File: config.mk
export PLATFORM = sky130hd
export DESIGN_NAME = nrzi_tx
export DESIGN_NICKNAME = d
export VERILOG_FILES = /design/src/rtl/nrzi_tx.sv
export SDC_FILE = /design/constraint.sdc
export NUM_CORES = 1
export LEC_CHECK = 0
export ABC_AREA = 0
export BUFFER_PORTS_ARGS = -buffer_cell sky130_fd_sc_hd__buf_2
export CELL_PAD_IN_SITES_DETAIL_PLACEMENT = 1
export CELL_PAD_IN_SITES_GLOBAL_PLACEMENT = 1
export CORE_AREA = 10 10 47 49
export CTS_CLUSTER_DIAMETER = 150
export DETAILED_ROUTE_END_ITERATION = 8
export DIE_AREA = 0 0 57 59
export GPL_ROUTABILITY_DRIVEN = 0
export PLACE_DENSITY_LB_ADDON = 0.1
export SYNTH_ARGS = -nofsm -noshare
export SYNTH_HDL_FRONTEND = slang
export SYNTH_SLANG_ARGS = --single-unit
File: constraint.sdc
create_clock -name clk -period 3.65 [get_ports clk]
set_clock_uncertainty 0.1 [all_clocks]
set_input_delay 0.1825 -clock clk [delete_from_list [all_inputs] [get_ports clk]]
set_output_delay 0.1825 -clock clk [all_outputs]
set_load 0.03 [all_outputs]
File: src/rtl/nrzi_tx.sv
// nrzi_tx - USB transmit-side line encoder.
//
// Takes raw serial bits from the packet layer, optionally inserts bit
// stuffing, NRZI-encodes the stream and appends the end-of-packet sequence
// (SE0, SE0, J). One line bit is produced per clock.
//
// Build option:
//   NRZI_TX_STUFF_EN  defined   : a stuffed 0 follows every STUFF_LEN
//                                  consecutive transmitted 1s.
//                     undefined : no stuffing logic, runs of 1s pass unchanged
//                                  (line-coding tests only).
//
// Parameters:
//   STUFF_LEN       run length of 1s that forces a stuffed 0 (default 6)
//
// Ports:
//   clk             system clock, one line bit per cycle
//   rst_b           asynchronous active-low reset
//   bstr_in         raw data bit
//   bstr_in_ready   bstr_in valid this cycle
//   in_done         last data bit has been sent, request EOP
//   stall           upstream must hold its inputs (combinational from state)
//   bstr_out        NRZI line level, J = 1, K = 0
//   bstr_out_ready  bstr_out / se0 drive the line this cycle
//   se0             drive SE0 (bstr_out is don't-care)
//   out_done        one-cycle pulse after the EOP J cycle
module nrzi_tx #(
    parameter int STUFF_LEN = 6
) (
    input  logic clk,
    input  logic rst_b,
    input  logic bstr_in,
    input  logic bstr_in_ready,
    input  logic in_done,
    output logic stall,
    output logic bstr_out,
    output logic bstr_out_ready,
    output logic se0,
    output logic out_done
);

    typedef enum logic [2:0] {
        ST_IDLE  = 3'd0,
        ST_DATA  = 3'd1,
        ST_SE0_A = 3'd2,
        ST_SE0_B = 3'd3,
        ST_EOP_J = 3'd4
    } state_t;

    state_t r_state;
    state_t w_state_nxt;

    logic r_level;
    logic w_level_nxt;
    logic r_done_pend;
    logic w_done_pend_nxt;
    logic r_bstr_out;
    logic w_bstr_out_nxt;
    logic r_out_ready;
    logic w_out_ready_nxt;
    logic r_se0;
    logic w_se0_nxt;
    logic r_out_done;
    logic w_out_done_nxt;

    logic w_stuff;      // this edge emits a stuffed 0
    logic w_eop_state;  // one of the three EOP states
    logic w_bit_acc;    // data bit handshake completes on this edge
    logic w_done_acc;   // in_done handshake completes on this edge
    logic w_enc_en;     // accepted data bit is actually encoded on this edge
    logic w_enc_level;  // line level after NRZI-encoding bstr_in

    // A zero-length run would stuff forever; refuse to elaborate.
    generate
        if (STUFF_LEN < 1) begin : g_bad_stuff_len
            $error("nrzi_tx: STUFF_LEN must be at least 1");
        end
    endgenerate

    assign w_eop_state = (r_state == ST_SE0_A) || (r_state == ST_SE0_B) ||
                         (r_state == ST_EOP_J);
    assign stall       = w_stuff || w_eop_state;
    assign w_bit_acc   = bstr_in_ready && !stall;
    assign w_done_acc  = in_done && !stall;
    // Once EOP is pending, the next non-stuff edge belongs to EOP entry.
    assign w_enc_en    = w_bit_acc &&
                         ((r_state == ST_IDLE) ||
                          ((r_state == ST_DATA) && !r_done_pend));
    // NRZI: a 0 toggles the line, a 1 holds it.
    assign w_enc_level = r_level ^ ~bstr_in;

`ifdef NRZI_TX_STUFF_EN
    localparam int CW = $clog2(STUFF_LEN + 1);
    localparam logic [CW-1:0] CNT_MAX  = CW'(STUFF_LEN);
    localparam logic [CW-1:0] CNT_ONE  = CW'(1);
    localparam logic [CW-1:0] CNT_ZERO = CW'(0);

    logic [CW-1:0] r_ones_cnt;
    logic [CW-1:0] w_ones_cnt_nxt;

    assign w_stuff = (r_state == ST_DATA) && (r_ones_cnt == CNT_MAX);

    // Run-of-ones counter: cleared by a 0, a stuffed bit or end of packet.
    always_comb begin
        w_ones_cnt_nxt = r_ones_cnt;
        if (r_state == ST_EOP_J) begin
            w_ones_cnt_nxt = CNT_ZERO;
        end else if (w_stuff) begin
            w_ones_cnt_nxt = CNT_ZERO;
        end else if (w_enc_en) begin
            if (bstr_in) begin
                w_ones_cnt_nxt = r_ones_cnt + CNT_ONE;
            end else begin
                w_ones_cnt_nxt = CNT_ZERO;
            end
        end else begin
            w_ones_cnt_nxt = r_ones_cnt;
        end
    end

    // Run-of-ones counter register.
    always_ff @(posedge clk or negedge rst_b) begin
        if (!rst_b) begin
            r_ones_cnt <= CNT_ZERO;
        end else begin
            r_ones_cnt <= w_ones_cnt_nxt;
        end
    end
`else
    assign w_stuff = 1'b0;
`endif

    // State, line level and output registers.
    always_ff @(posedge clk or negedge rst_b) begin
        if (!rst_b) begin
            r_state     <= ST_IDLE;
            r_level     <= 1'b1;
            r_done_pend <= 1'b0;
            r_bstr_out  <= 1'b1;
            r_out_ready <= 1'b0;
            r_se0       <= 1'b0;
            r_out_done  <= 1'b0;
        end else begin
            r_state     <= w_state_nxt;
            r_level     <= w_level_nxt;
            r_done_pend <= w_done_pend_nxt;
            r_bstr_out  <= w_bstr_out_nxt;
            r_out_ready <= w_out_ready_nxt;
            r_se0       <= w_se0_nxt;
            r_out_done  <= w_out_done_nxt;
        end
    end

    // Next-state logic.
    always_comb begin
        w_state_nxt = r_state;
        case (r_state)
            ST_IDLE: begin
                if (w_bit_acc) begin
                    w_state_nxt = ST_DATA;
                end else begin
                    w_state_nxt = ST_IDLE;
                end
            end
            ST_DATA: begin
                if (w_stuff) begin
                    w_state_nxt = ST_DATA;
                end else if (r_done_pend) begin
                    w_state_nxt = ST_SE0_A;
                end else if (w_bit_acc) begin
                    w_state_nxt = ST_DATA;
                end else if (w_done_acc) begin
                    w_state_nxt = ST_SE0_A;
                end else begin
                    w_state_nxt = ST_DATA;
                end
            end
            ST_SE0_A: w_state_nxt = ST_SE0_B;
            ST_SE0_B: w_state_nxt = ST_EOP_J;
            ST_EOP_J: w_state_nxt = ST_IDLE;
            default:  w_state_nxt = ST_IDLE;
        endcase
    end

    // Next values of the line level, EOP-pending flag and registered outputs.
    always_comb begin
        w_level_nxt     = r_level;
        w_done_pend_nxt = r_done_pend;
        w_bstr_out_nxt  = r_bstr_out;
        w_out_ready_nxt = 1'b0;
        w_se0_nxt       = 1'b0;
        w_out_done_nxt  = 1'b0;
        case (r_state)
            ST_IDLE: begin
                // in_done is ignored here; only a data bit starts a packet.
                if (w_enc_en) begin
                    w_level_nxt     = w_enc_level;
                    w_bstr_out_nxt  = w_enc_level;
                    w_out_ready_nxt = 1'b1;
                end else begin
                    w_bstr_out_nxt  = 1'b1;
                end
            end
            ST_DATA: begin
                if (w_stuff) begin
                    w_level_nxt     = ~r_level;
                    w_bstr_out_nxt  = ~r_level;
                    w_out_ready_nxt = 1'b1;
                end else if (r_done_pend) begin
                    w_se0_nxt       = 1'b1;
                    w_out_ready_nxt = 1'b1;
                end else if (w_enc_en) begin
                    w_level_nxt     = w_enc_level;
                    w_bstr_out_nxt  = w_enc_level;
                    w_out_ready_nxt = 1'b1;
                    w_done_pend_nxt = w_done_acc;
                end else if (w_done_acc) begin
                    w_se0_nxt       = 1'b1;
                    w_out_ready_nxt = 1'b1;
                end else begin
                    // Upstream gap: line is not driven, level is held.
                    w_out_ready_nxt = 1'b0;
                end
            end
            ST_SE0_A: begin
                w_se0_nxt       = 1'b1;
                w_out_ready_nxt = 1'b1;
            end
            ST_SE0_B: begin
                w_bstr_out_nxt  = 1'b1;
                w_out_ready_nxt = 1'b1;
            end
            ST_EOP_J: begin
                w_bstr_out_nxt  = 1'b1;
                w_out_done_nxt  = 1'b1;
                w_level_nxt     = 1'b1;
                w_done_pend_nxt = 1'b0;
            end
            default: begin
                w_bstr_out_nxt  = 1'b1;
                w_level_nxt     = 1'b1;
                w_done_pend_nxt = 1'b0;
            end
        endcase
    end

    assign bstr_out       = r_bstr_out;
    assign bstr_out_ready = r_out_ready;
    assign se0            = r_se0;
    assign out_done       = r_out_done;

endmodule

==> impl_summary.log, run 1 <==
[metrics] status: complete, no violations
[metrics] Area contributors post-synth: dfrtp_1 (41%), dfstp_2 (12%), a21oi_1 (4.7%), o21ai_0 (4.7%), or2b_1 (3.5%)
[metrics] startpoint class of the critical path: flop
[metrics] fill cell instance count of the final layout: approximately 180
[metrics] cell internal pwr: roughly 270 uW
[metrics] Yosys Warn Count: 0
[metrics] Reg-to-Reg Start: r_state[1]
[metrics] routed wire length per instance: about 15 um
[metrics] post-synthesis to final-layout area growth: 22.5%
[metrics] switching share of power: between 40% and 50%
[metrics] CTS Root Buffer Type: clkbuf_4
[metrics] total placed cells including tap cells: 64
[metrics] FMAX: around 610 MHz
[metrics] GRT Residual Overflow: 0
[metrics] setup repair after global routing missed its margin: no
[metrics] antenna diode count: 0
[metrics] cell-by-cell listing of the critical path: inv_1 > nor3_1 > a21o_2 > buf_2
[metrics] setup violation total in the final timing report: 0
[metrics] share of the synthesized area in the top cell type: 40.9%
[metrics] critical path class: flop to output port
[metrics] FFs w/ async S/R, synth: 100%
[metrics] vias in the first global route: about 380
[metrics] FF-to-FF End: r_level
[metrics] clock sink count: 9
[metrics] Slowest Stage Delay on Critical Path: ~0.48 ns
[metrics] Cells on Worst Hold Path: 3
[metrics] power density relative to cell area: 888 mW/mm^2
[metrics] most used flip-flop cell after synthesis: dfrtp_1
[metrics] detailed-route vias per instance: approximately 4.9
[metrics] number of instances in the synthesized netlist: 40
[metrics] final total negative setup slack: 0 ns
[metrics] cell with the largest stage delay on the worst path: dfrtp_1
[metrics] count of buffer and inverter cells on the critical path: 2
[metrics] Final period util: ~45%
[metrics] maximum number of pins on one net before global-route repair: 10
[metrics] CP top delay family: flip-flops
[metrics] Reg clk slew, reported paths: around 0.06 ns
[metrics] clock network power share: approximately 17%
[metrics] max capacitance violation total: 0
[metrics] clock tree from TritonCTS: done
[metrics] total of flip-flops plus latches after synthesis: 9
[metrics] number of DRC markers after the initial detailed-route iteration: 3
[metrics] starting density of the core: 30.5%
[metrics] ANT nets after route: 0
[metrics] transition time at the pin with the least slew margin: 0.254 ns
[metrics] sequential group share of total power: 41.6%
[metrics] global-route wire length before repair: 1750 um
[metrics] Hold Crit Class: input pin to flop
[metrics] Max Transition Viols Final: 0
[metrics] post-synthesis instance area: 428 sq um
[metrics] Die Y-Extent: 59 um
[metrics] Peak supply drop: around 0.00025 V
[metrics] I/O pin count: 10
[metrics] commonest non-fill, non-tap cell in the layout: buf_2
[metrics] end point of the worst hold path: r_done_pend
[metrics] Clock Latency Late Sink: about 0.27 ns
[metrics] total number of placement rows: 14
[metrics] Setup crit end kind: output port
[metrics] Via Count: around 340
[metrics] post-route insts no fill: 69
[metrics] Period minus WS final: around 1.6 ns
[metrics] net count of the mapped netlist: 45
[metrics] fraction of final layout cells sized beyond drive strength 1: a little over a third
[metrics] maximum clock path buffer count: 2
[metrics] largest area contributor in the netlist: dfrtp_1
[metrics] Avg Cell Area, Syn: roughly 11 sq um
[metrics] required time worst endpoint: around 3.4 ns
[metrics] core area: about 0.0014 sq mm
[metrics] All-Layer GR Usage: about 7%
[metrics] headroom to the max-slew limit: around 83%
[metrics] total clock buffers created by CTS: 3
[metrics] worst-path maximum fanout: 8
[metrics] startpoint of the tightest hold check path: in_done
[metrics] LEAKAGE: 0.251 nW
[metrics] floorplan die area: about 0.0034 sq mm
[metrics] count of flip-flops with a built-in enable after synthesis: 0
[metrics] # nets final: 59
[metrics] number of distinct library cells after synthesis: 22
[metrics] PortBufs: 9
[metrics] arrival time worst endpoint: ~1.4 ns
[metrics] DP Worst Slack: about 2.3 ns
[metrics] H-Tree Level Count: 1
[metrics] commonest cells after routing, fill and taps aside: buf_2 (9), dfrtp_1 (7), o21ai_0 (4), a21oi_1 (4)
[metrics] sequential-to-total area share from yosys stat: 53.2%
[metrics] Net Switching: ~190 uW
[metrics] final-report hold violation count: 0
[metrics] critical path launch point: r_state[2]
[metrics] count of TritonRoute iterations in the first routing pass: 4
[metrics] register-to-register path setup slack: 2.29 ns
[metrics] number of cell instances on the worst register-to-register path: 3
[metrics] x dimension of the die: ~57 um
[metrics] smallest setup slack after layout: approximately 2 ns
[metrics] Total Routed Length: 1020 um
[metrics] initial antenna violation count: 0
[metrics] remaining design rule violation count: 0
[metrics] Gate power share: 41.6%
==> kinds of logic after synthesis <==
group | Yosys count | share of synthesized area [%]
buf+inv | 3 | 2.92
compound gates | 12 | 18.1
simple gates | 15 | 23.7
flops | 9 | 53.2
xor+xnor | 1 | 2.05
==> layer usage <==
layer / global-route usage (%) / share of wire (%)
met5: 0 / 0
met4: 6.04 / 3.0
met3: 4.72 / 8.9
met2: 9.46 / 42
met1: 7.43 / 46
==> cells in the mapped netlist (all sizes together), types with 2 or more instances <==
cell,count
nor4,2
inv,2
a21oi,4
o21ai,4
or2b,2
nor2,3
dfstp,2
dfrtp,7
and3,2
==> worst max-delay path by stage <==
stage / endpoint / slack [ns] / depth (start not counted)
floorplan: r_level / 2.37 / 3
global placement: stall / 2.32 / 4
detailed placement: stall / 2.28 / 4
CTS: stall / 1.98 / 4
global route: stall / 1.84 / 4
finish: stall / 2.00 / 4
==> final cells by class <==
cell class / instances / area [sq um] / share of cell area (%)
Multi-Input combinational cell: 28 / 188 / 35.8
Inverter: 2 / 7.51 / 1.43
Sequential cell: 9 / 228 / 43.4
Tap cell: 16 / 20.0 / 3.82
Clock buffer: 4 / 26.3 / 5.01
Timing Repair Buffer: 10 / 55.1 / 10.5
==> registers in the layout, indices dropped and copies added (netlist names) <==
name            cells
out_done            1
se0                 1
r_done_pend         1
r_state             3
bstr_out            1
r_level             1
bstr_out_ready      1
==> worst min-delay path, stage by stage <==
cell and delay [ns]:
buf_2 0.12, a31oi_1 0.08, nor2_1 0.08
==> power by group through the flow <==
stage | registers (mW) | clock network, mW | logic, mW
global placement | 0.192 | 0 | 0.193
global route | 0.202 | 0.0922 | 0.216
CTS | 0.194 | 0.0836 | 0.197
detailed placement | 0.196 | 0 | 0.195
finish | 0.194 | 0.0784 | 0.193
floorplan | 0.209 | 0 | 0.126
==> metrics by stage <==
stage	cell area, sq um	utilization, %	hold WS (ns)	power (mW)
floorplan	428	-	-0.213	0.334
global placement	488	34.8	-0.0585	0.384
detailed placement	488	34.8	-0.0542	0.391
CTS	524	37.4	0.126	0.474
global route	524	37.4	0.137	0.510
finish	524	37.4	0.131	0.465
==> timing repair <==
item | CTS | global route
hold endpoints to repair | 9 | 0
gates resized for setup | 0 | 0
hold buffers | 1 | 0
setup buffers | 0 | 0
Power figures use the tool's default switching activity.
==> run 2, diff against run 1 <==
--- a/config.mk
+++ b/config.mk
@@ -9,10 +9,10 @@
 export BUFFER_PORTS_ARGS = -buffer_cell sky130_fd_sc_hd__buf_2
 export CELL_PAD_IN_SITES_DETAIL_PLACEMENT = 1
 export CELL_PAD_IN_SITES_GLOBAL_PLACEMENT = 1
-export CORE_AREA = 10 10 47 49
+export CORE_MARGIN = 10
+export CORE_UTILIZATION = 33
 export CTS_CLUSTER_DIAMETER = 150
 export DETAILED_ROUTE_END_ITERATION = 8
-export DIE_AREA = 0 0 57 59
 export GPL_ROUTABILITY_DRIVEN = 0
 export PLACE_DENSITY_LB_ADDON = 0.1
 export SYNTH_ARGS = -nofsm -noshare
==> constraint.sdc (replaced) <==
create_clock -name clk -period 1.5 [get_ports clk]
set_clock_uncertainty 0.1 [all_clocks]
set_input_delay 0.075 -clock clk [delete_from_list [all_inputs] [get_ports clk]]
set_output_delay 0.075 -clock clk [all_outputs]
set_load 0.03 [all_outputs]
==> impl_summary.log, run 2 (same netlist as run 1, synthesis figures left out) <==
[metrics] status: complete, no violations
[metrics] register with the most flip-flops: r_state
[metrics] remaining design rule violation count: 0
[metrics] commonest cells after routing, fill and taps aside: buf_2 (9), dfrtp_1 (7), o21ai_0 (4), a21oi_1 (4)
[metrics] clock tree from TritonCTS: done
[metrics] GRT Residual Overflow: 0
[metrics] x dimension of the die: about 56 um
[metrics] required time worst endpoint: about 1.3 ns
[metrics] startpoint class of the critical path: flop
[metrics] max capacitance violation total: 0
[metrics] total number of placement rows: 12
[metrics] Peak supply drop: around 0.00078 V
[metrics] detailed-route vias per instance: 5.24
[metrics] initial antenna violation count: 0
[metrics] fraction of final layout cells sized beyond drive strength 1: 38.9%
[metrics] cell with the largest stage delay on the worst path: dfrtp_1
[metrics] Total Routed Length: slightly above 1000 um
[metrics] H-Tree Level Count: 1
[metrics] Final period util: 93.8%
[metrics] arrival time worst endpoint: between 1 and 1.5 ns
[metrics] I/O pin count: 10
[metrics] hold slack final: around 0.013 ns
[metrics] total clock buffers created by CTS: 3
[metrics] maximum number of pins on one net before global-route repair: 10
[metrics] fill cell instance count of the final layout: around 140
[metrics] Clock Latency Late Sink: approximately 0.26 ns
[metrics] LEAKAGE: around 0.26 nW
[metrics] worst-path maximum fanout: 8
[metrics] ANT nets after route: 0
[metrics] count of TritonRoute iterations in the first routing pass: 2
[metrics] area taken by multi-input logic gates: 193 sq um
[metrics] DPL Wire Length: ~800 um
[metrics] PortBufs: 9
[metrics] post-route insts no fill: a little under 70
[metrics] critical path class: flop to output port
[metrics] Period minus WS final: around 1.4 ns
[metrics] buffers inserted by post-CTS timing repair: 0
[metrics] clock sink count: 9
[metrics] power density relative to cell area: 2170 mW/mm^2
[metrics] sequential cell area: approximately 230 sq um
[metrics] routed wire length per instance: about 15 um
[metrics] core area: 0.00117 sq mm
[metrics] cell-by-cell listing of the critical path: nor3_2 > a21o_2 > buf_2
[metrics] Reg clk slew, reported paths: approximately 0.06 ns
[metrics] setup repair after global routing missed its margin: no
[metrics] antenna diode count: 0
[metrics] All-Layer GR Usage: approximately 6.6%
[metrics] FMAX: ~700 MHz
[metrics] Slowest Stage Delay on Critical Path: approximately 0.45 ns
[metrics] total placed cells including tap cells: 63
[metrics] setup violation total in the final timing report: 0
[metrics] Max Transition Viols Final: 0
[metrics] post-synthesis to final-layout area growth: 24.9%
[metrics] starting density of the core: between 30% and 40%
[metrics] headroom to the max-slew limit: 83.5%
[metrics] commonest non-fill, non-tap cell in the layout: buf_2
[metrics] CTS Root Buffer Type: clkbuf_4
[metrics] Die Y-Extent: roughly 56 um
[metrics] Via Count: approximately 360
[metrics] final total negative setup slack: 0 ns
[metrics] floorplan die area: around 0.0031 sq mm
[metrics] vias in the first global route: around 380
[metrics] CP top delay family: flip-flops
[metrics] Hold Crit Class: input pin to flop
[metrics] maximum clock path buffer count: 2
[metrics] flip-flop count of the largest register, all copies and words added: 3
[metrics] global-route wire length before repair: approximately 1700 um
[metrics] Setup crit end kind: output port
[metrics] # nets final: 60
[metrics] count of buffer and inverter cells on the critical path: 1
[metrics] transition time at the pin with the least slew margin: about 0.24 ns
[metrics] number of DRC markers after the initial detailed-route iteration: 2
[metrics] final-report hold violation count: 0
run 2: routing by layer:
| metal | vias to the layer above | wire, um | global-route usage [%] |
|---|---|---|---|
| met1 | 168 | 419 | 6.43 |
| met4 | 0 | 34 | 5.12 |
| met2 | 12 | 459 | 9.92 |
| li1 | 171 | - | - |
| met5 | - | 0 | 0 |
| met3 | 5 | 96 | 4.10 |
run 2: path summary, 6_finish.rpt:
check,start,end,slack (ns),cells after the start
min in group asynchronous,rst_b,r_state[1],0.09,2
max reg2reg,r_state[1],r_level,0.13,3
max in group asynchronous,rst_b,bstr_out,0.96,2
min,in_done,r_done_pend,0.01,3
min reg2reg,bstr_out,bstr_out,0.42,2
max,r_state[1],stall,0.09,3
run 2: final cells by class:
class                           count  share of cell area [%]
Clock buffer                        4                    4.92
Inverter                            2                    1.41
Multi-Input combinational cell     28                    36.1
Sequential cell                     9                    42.6
Tap cell                           14                    3.28
Timing Repair Buffer               11                    11.7
run 2: worst reg2reg max path, delay by kind of cell (launching register included):
kind	cells	cell delay [ns]
AO/OA/AOI/OAI	1	0.20
flip-flops	1	0.45
AND/OR/NAND/NOR	2	0.54
run 2: report_power, final:
| part | internal [mW] | switching (mW) |
|---|---|---|
| clock network | 0.103 | 0.0889 |
| registers | 0.360 | 0.0963 |
| logic | 0.217 | 0.292 |
run 2: repair_timing:
action,CTS,global route
setup endpoints to repair,0,1
endpoints found under the hold margin,9,0
hold buffers,1,0
gates resized for setup,0,1
run 2: per-stage QoR:
step           utilization [%]  setup slack (ns)  total power, mW  cell area [sq um]
2_1_floorplan                -             0.220            0.814                428
3_3_place_gp              42.1             0.194            0.936                493
3_5_place_dp              42.1             0.149            0.966                493
4_1_cts                   45.2            0.0275             1.16                529
5_1_grt                   45.6         0.0000584             1.24                534
6_report                  45.6            0.0930             1.16                534
